==> src/rtl/mem_access_ctrl.sv <==
// mem_access_ctrl: sequences EX/MEM loads/stores onto a handshaked word bus, stalling until ack or timeout
module mem_access_ctrl #(
    parameter int TIMEOUT = 16
) (
    input  logic        clk,
    input  logic        rst_n,
    input  logic        mem_read,
    input  logic        mem_write,
    input  logic [5:0]  mem_type,
    input  logic [31:0] addr,
    input  logic [31:0] wdata,
    output logic        stall,
    output logic [31:0] load_data,
    output logic        load_valid,
    output logic        align_err,
    output logic        bus_err,
    output logic        bus_req,
    output logic        bus_we,
    output logic [31:0] bus_addr,
    output logic [3:0]  bus_be,
    output logic [31:0] bus_wdata,
    input  logic [31:0] bus_rdata,
    input  logic        bus_ack
);
    typedef enum logic [1:0] {IDLE, WAIT, DONE} state_t;
    localparam int CW = (TIMEOUT > 1) ? $clog2(TIMEOUT) : 1;

    state_t        state, state_nx;
    logic [CW-1:0] cnt;
    logic          acc, is_b, is_h, sgn, mis, go, to;
    logic [3:0]    be;
    logic [31:0]   wd, lane, ext;
    logic          r_rd, r_sgn, r_b, r_h, r_to;
    logic [1:0]    r_off;

    // decode the EX/MEM access: size, signedness, alignment, lanes
    always_comb begin
        acc  = mem_read || mem_write;
        is_b = mem_read ? (mem_type == 6'b100000 || mem_type == 6'b100100) : (mem_type == 6'b101000);
        is_h = mem_read ? (mem_type == 6'b100001 || mem_type == 6'b100101) : (mem_type == 6'b101001);
        sgn  = mem_read && (mem_type == 6'b100000 || mem_type == 6'b100001);
        mis  = is_h ? addr[0] : (!is_b && addr[1:0] != 2'b00);
        go   = acc && !mis;
        be   = is_b ? (4'b0001 << addr[1:0]) : is_h ? (addr[1] ? 4'b1100 : 4'b0011) : 4'b1111;
        wd   = is_b ? {4{wdata[7:0]}} : is_h ? {2{wdata[15:0]}} : wdata;
    end

    // align and extend the returned word using the captured access shape
    always_comb begin
        lane = bus_rdata >> {r_off, 3'b000};
        ext  = r_b ? {{24{r_sgn & lane[7]}}, lane[7:0]} :
               r_h ? {{16{r_sgn & lane[15]}}, lane[15:0]} : bus_rdata;
    end

    // next state and combinational handshake outputs
    always_comb begin
        to         = (cnt == CW'(TIMEOUT - 1));
        state_nx   = (state == IDLE) ? (go ? WAIT : IDLE) :
                     (state == WAIT) ? ((bus_ack || to) ? DONE : WAIT) : IDLE;
        stall      = rst_n && (state == WAIT || (state == IDLE && go));
        align_err  = rst_n && state == IDLE && acc && mis;
        bus_req    = (state == WAIT);
        load_valid = (state == DONE) && r_rd;
        bus_err    = (state == DONE) && r_to;
    end

    // state register
    always_ff @(posedge clk or negedge rst_n) begin
        if (!rst_n) state <= IDLE;
        else        state <= state_nx;
    end

    // bus outputs are launched on entering WAIT and cleared on leaving it
    always_ff @(posedge clk or negedge rst_n) begin
        if (!rst_n) begin
            cnt       <= '0;
            bus_we    <= 1'b0;
            bus_addr  <= '0;
            bus_be    <= '0;
            bus_wdata <= '0;
            load_data <= '0;
            r_rd      <= 1'b0;
            r_sgn     <= 1'b0;
            r_b       <= 1'b0;
            r_h       <= 1'b0;
            r_to      <= 1'b0;
            r_off     <= '0;
        end else if (state == IDLE && go) begin
            cnt       <= '0;
            bus_we    <= !mem_read;
            bus_addr  <= {addr[31:2], 2'b00};
            bus_be    <= be;
            bus_wdata <= wd;
            r_rd      <= mem_read;
            r_sgn     <= sgn;
            r_b       <= is_b;
            r_h       <= is_h;
            r_to      <= 1'b0;
            r_off     <= addr[1:0];
        end else if (state == WAIT) begin
            cnt <= cnt + CW'(1);
            if (bus_ack || to) begin
                bus_we    <= 1'b0;
                bus_addr  <= '0;
                bus_be    <= '0;
                bus_wdata <= '0;
                r_to      <= !bus_ack;
                load_data <= (bus_ack && r_rd) ? ext : '0;
            end
        end
    end
endmodule
==> config.mk <==
export PLATFORM = sky130hd
export DESIGN_NAME = mem_access_ctrl
export DESIGN_NICKNAME = d
export VERILOG_FILES = /design/src/rtl/mem_access_ctrl.sv
export SDC_FILE = /design/constraint.sdc
export NUM_CORES = 1
export LEC_CHECK = 0
export ABC_AREA = 1
export CAP_MARGIN = 15
export CORE_MARGIN = 2
export CORE_UTILIZATION = 45
export DETAILED_ROUTE_END_ITERATION = 8
export PLACE_DENSITY = 0.81
export SETUP_SLACK_MARGIN = 0.3
export SLEW_MARGIN = 20
export SYNTH_ARGS = -nofsm -noshare
export SYNTH_HDL_FRONTEND = slang
export SYNTH_SLANG_ARGS = --single-unit
==> constraint.sdc <==
create_clock -name clk -period 2.15 [get_ports clk]
set_input_delay 0.5375 -clock clk [delete_from_list [all_inputs] [get_ports clk]]
set_output_delay 0.5375 -clock clk [all_outputs]
set_load 0.05 [all_outputs]
==> results <==
- The flow ran to the end, but the final reports show violations.
- The final reports fail on negative setup slack.
- The final count of negative-setup-slack endpoints is 1.
- The synthesized netlist occupies a cell area of around 5700 um^2.
- Setup slack on the critical path of the routed design comes to -22.89 ps.
- The clock tree from TritonCTS is yes.
- On the final layout, the worst clock skew is 12.36 ps.
- The endpoint of the most critical register-to-register path is bus_addr[15].
- The highest ir drop seen on vdd is 630.6 uV.
- The unique cell type count in the Yosys netlist is 28.
- For this design the top-level I/O count stands at ~210.
- The antenna diode count is 0.
- The setup slack on the worst flop-to-flop path is between 300 and 400 ps.
- Clock-pin slew was measured on the worst setup and hold paths at 90 ps.
- The Yosys warning count is 0.
- The die height is around 120 um.
- The kind of critical path is input port to output port.
- The worst reg-to-reg path cell count is 9.
- Global routing used between 20% and 30% of the available tracks across all layers.
- In this run the remaining antenna-violating nets after routing total 0.
- After the first detailed-routing iteration, the DRC count stood at around 520.
- The floorplan die width is approximately 120 um.
- For this design the ratio of total power to cell area is roughly 1100 nW/um^2.
- For this block, the routed nets add up to about 20 mm of wire.
- The total clock sinks is between 100 and 150.
- The die outline area is about 14000 um^2.
- The startpoint type of the worst setup path is an input port.
- Of the available clock period, the critical path in the final layout requires 101.1%.
- Ranked by total cell area, the synthesized netlist is headed by dfrtp_1 (49%), nand2_1 (23%), nand3_1 (9.8%).
- The total grt overflow is 0.
- The portion of the post-synthesis area used by sequential elements is 49.22%.
- The actual slew at the worst max-slew pin is 540.4 ps.
- Buffers inserted during clock tree synthesis total 9.
- CTS built an H-tree with a depth of 3.
- The detailed-route vias per instance is 5.298.
- The shortest clock period the worst path allows after layout is around 2200 ps.
- The number of hold-slack violations in the final timing report is 0.
- The layout cell share with drive strength beyond 1 is about 22%.
- The insertion delay of the later-clocked pin in the worst-skew pair is 360 ps.
- After clock tree synthesis, the flow added hold-fix buffers numbering 0.
- Entering global routing, the biggest net connects 86 pins.
- At the end of the flow the core is filled with cells to between 70% and 80%.
- The source of the worst register-to-register timing path is cnt[0].
- The tightest min-delay check is of the input port to asynchronous set/reset pin type.
- Data arrives at the worst endpoint at 1640 ps.
- The initial antenna violation count is 0.
- Setup repair after global routing could not meet its margin everywhere.
- Summed over all failing endpoints, the final setup total negative slack is -22.89 ps.
- The number of max-slew violations in the final report is 0.
- dfrtp_1 takes more of the synthesized area than any other cell.
- The most common library cell in the layout ignoring fill and taps is nand2_1.
- In the layout the commonest cells are nand2_1 (257), dfrtp_1 (112), nand3_1 (109).
- The area of the core is approximately 12000 um^2.
- The total vias in the final route is approximately 6300.
- The global placement routability congestion is ~0.89.
- The final routed DRC violation total is 0.
- The maximum clock frequency is between 400 and 500 MHz.
- The net total in the final layout is 1122.
- The number of global-route vias before repair is 5564.
- The number of placement rows is 41.
- Synthesis handed over a netlist of roughly 780 instances.
- The number of iterations in the first detailed-routing pass is 6.
- Max-cap violations in this run came to 0.
- Summed over all cells, the static leakage comes to 5.076 nW.
- The routed length per placed instance is 16.81 um.
- The required time of the critical path is around 1600 ps.
- From synthesis to final layout, the design area changed by 61.31%.
- Of all nets on the critical path, the largest fanout is 3.
- The half-perimeter wire length of the detailed placement result is around 12 mm.
- A synthesized cell averages between 7 and 8 um^2.
- Counting along the longest clock path gives a buffer depth of 2.
- The post-detailed-placement cell area is roughly 8200 um^2.
- With fillers left out, the area of the finished cells amounts to between 9000 and 10000 um^2.
- The first global-routing pass estimated 27.73 mm of wire.
- The flop and latch count out of synthesis is roughly 110.
- The area share of the largest cell type after synthesis is between 40 and 50%.
- The kind of end point of the critical path is an output port.
- The master cell of the clock root buffer is clkbuf_16.
- The count of buffers added on input and output ports is 210.
- The starting utilization of the core area is 45.68%.
- The worst-case headroom to the max-slew limit is between 60% and 70%.
==> worst max-delay path, stage by stage <==
cell and delay (ps):
buf_8 110, nand2_4 60, nand2_4 60, nand3b_1 260, nand3_4 170, nand3_4 90, a21boi_4 190, buf_12 150
==> logic make-up after synthesis <==
kind of cell | count (synthesis) | synth area share, %
xor+xnor | 1 | 0.1538
other cells | 1 | 0.06586
compound gates | 72 | 6.570
flops | 112 | 49.22
fa+ha+maj | 1 | 0.2197
buf+inv | 95 | 7.624
simple gates | 494 | 36.15
==> cell usage after synthesis <==
| cell type | n |
|---|---|
| ha_1 | 1 |
| buf_1 | 4 |
| nand3_1 | 111 |
| conb_1 | 1 |
| clkbuf_1 | 14 |
| a21boi_0 | 1 |
| xor2_1 | 1 |
| nand3b_1 | 1 |
| nand3_2 | 2 |
| buf_6 | 4 |
| nor3_2 | 1 |
| buf_2 | 17 |
| nor2_1 | 11 |
| buf_4 | 7 |
| dfrtp_1 | 112 |
| nand4_1 | 1 |
| a21oi_1 | 17 |
| o22ai_1 | 7 |
| nor2_4 | 2 |
| o211ai_1 | 1 |
| nor4_1 | 1 |
| nand2_2 | 4 |
| inv_2 | 4 |
| or2_2 | 2 |
| o21ai_0 | 46 |
| nand2_1 | 355 |
| inv_1 | 45 |
| nor2_2 | 3 |
==> metrics by stage <==
step | power, mW | hold slack [ps] | setup slack (ps) | std cells
floorplan | 6.382 | 241.9 | 98.58 | 777
finish | 9.965 | 265.1 | -22.89 | 1191
global placement | 8.243 | 460.7 | -461.1 | 1149
detailed placement | 8.315 | 465.8 | -491.1 | 1149
CTS | 9.657 | 258.4 | 66.22 | 1177
global route | 10.44 | 283.2 | -60.84 | 1191
==> routing by layer <==
metal | share of wire [%] | GRT usage (%) | up-vias | wire (um)
li1 | - | - | 2941 | -
met1 | 39 | 33.43 | 2972 | 7724
met2 | 49 | 43.33 | 354 | 9858
met3 | 9.7 | 7.213 | 43 | 1939
met4 | 2.5 | 8.968 | 0 | 497
met5 | 0 | 0 | - | 0
==> worst max path at each step <==
stage,startpoint,endpoint,slack [ps],depth (start not counted)
final,mem_read,stall,-20,8
after global routing,mem_read,stall,-60,8
after CTS,mem_type[4],stall,70,9
after detailed placement,mem_type[4],stall,-490,9
after global placement,mem_type[4],stall,-460,9
after floorplan,mem_type[4],stall,100,8
==> state kept, by name, indices dropped and copies added, names as in the netlist, 2 cells and up <==
| name | flops |
|---|---|
| state | 2 |
| cnt | 4 |
| bus_addr | 30 |
| bus_wdata | 32 |
| r_off | 2 |
| bus_be | 4 |
| load_data | 32 |
==> what timing repair did <==
item                                    in CTS  in global routing
gates resized for setup                    165                145
gates cloned                                 0                  6
endpoints found under the hold margin        0                  0
pin swaps                                   13                 99
buffers inserted                            12                  8
endpoints found under the setup margin     173                 36
==> layout make-up <==
| type | instances | area, um^2 |
|---|---|---|
| inverter | 49 | 201.4 |
| timing repair buffer | 272 | 2695 |
| multi-input combinational | 570 | 2965 |
| fill | 923 | 3281 |
| clock buffer | 9 | 225.2 |
| clock inverter | 7 | 80.08 |
| tap | 172 | 215.2 |
| sequential | 112 | 2803 |
==> report_power, final <==
part	switching (mW)	internal [mW]
registers	0.422	2.75
logic	3.60	1.47
clock network	0.880	0.834
total	4.90	5.06
(Power assumes the default switching activity.)
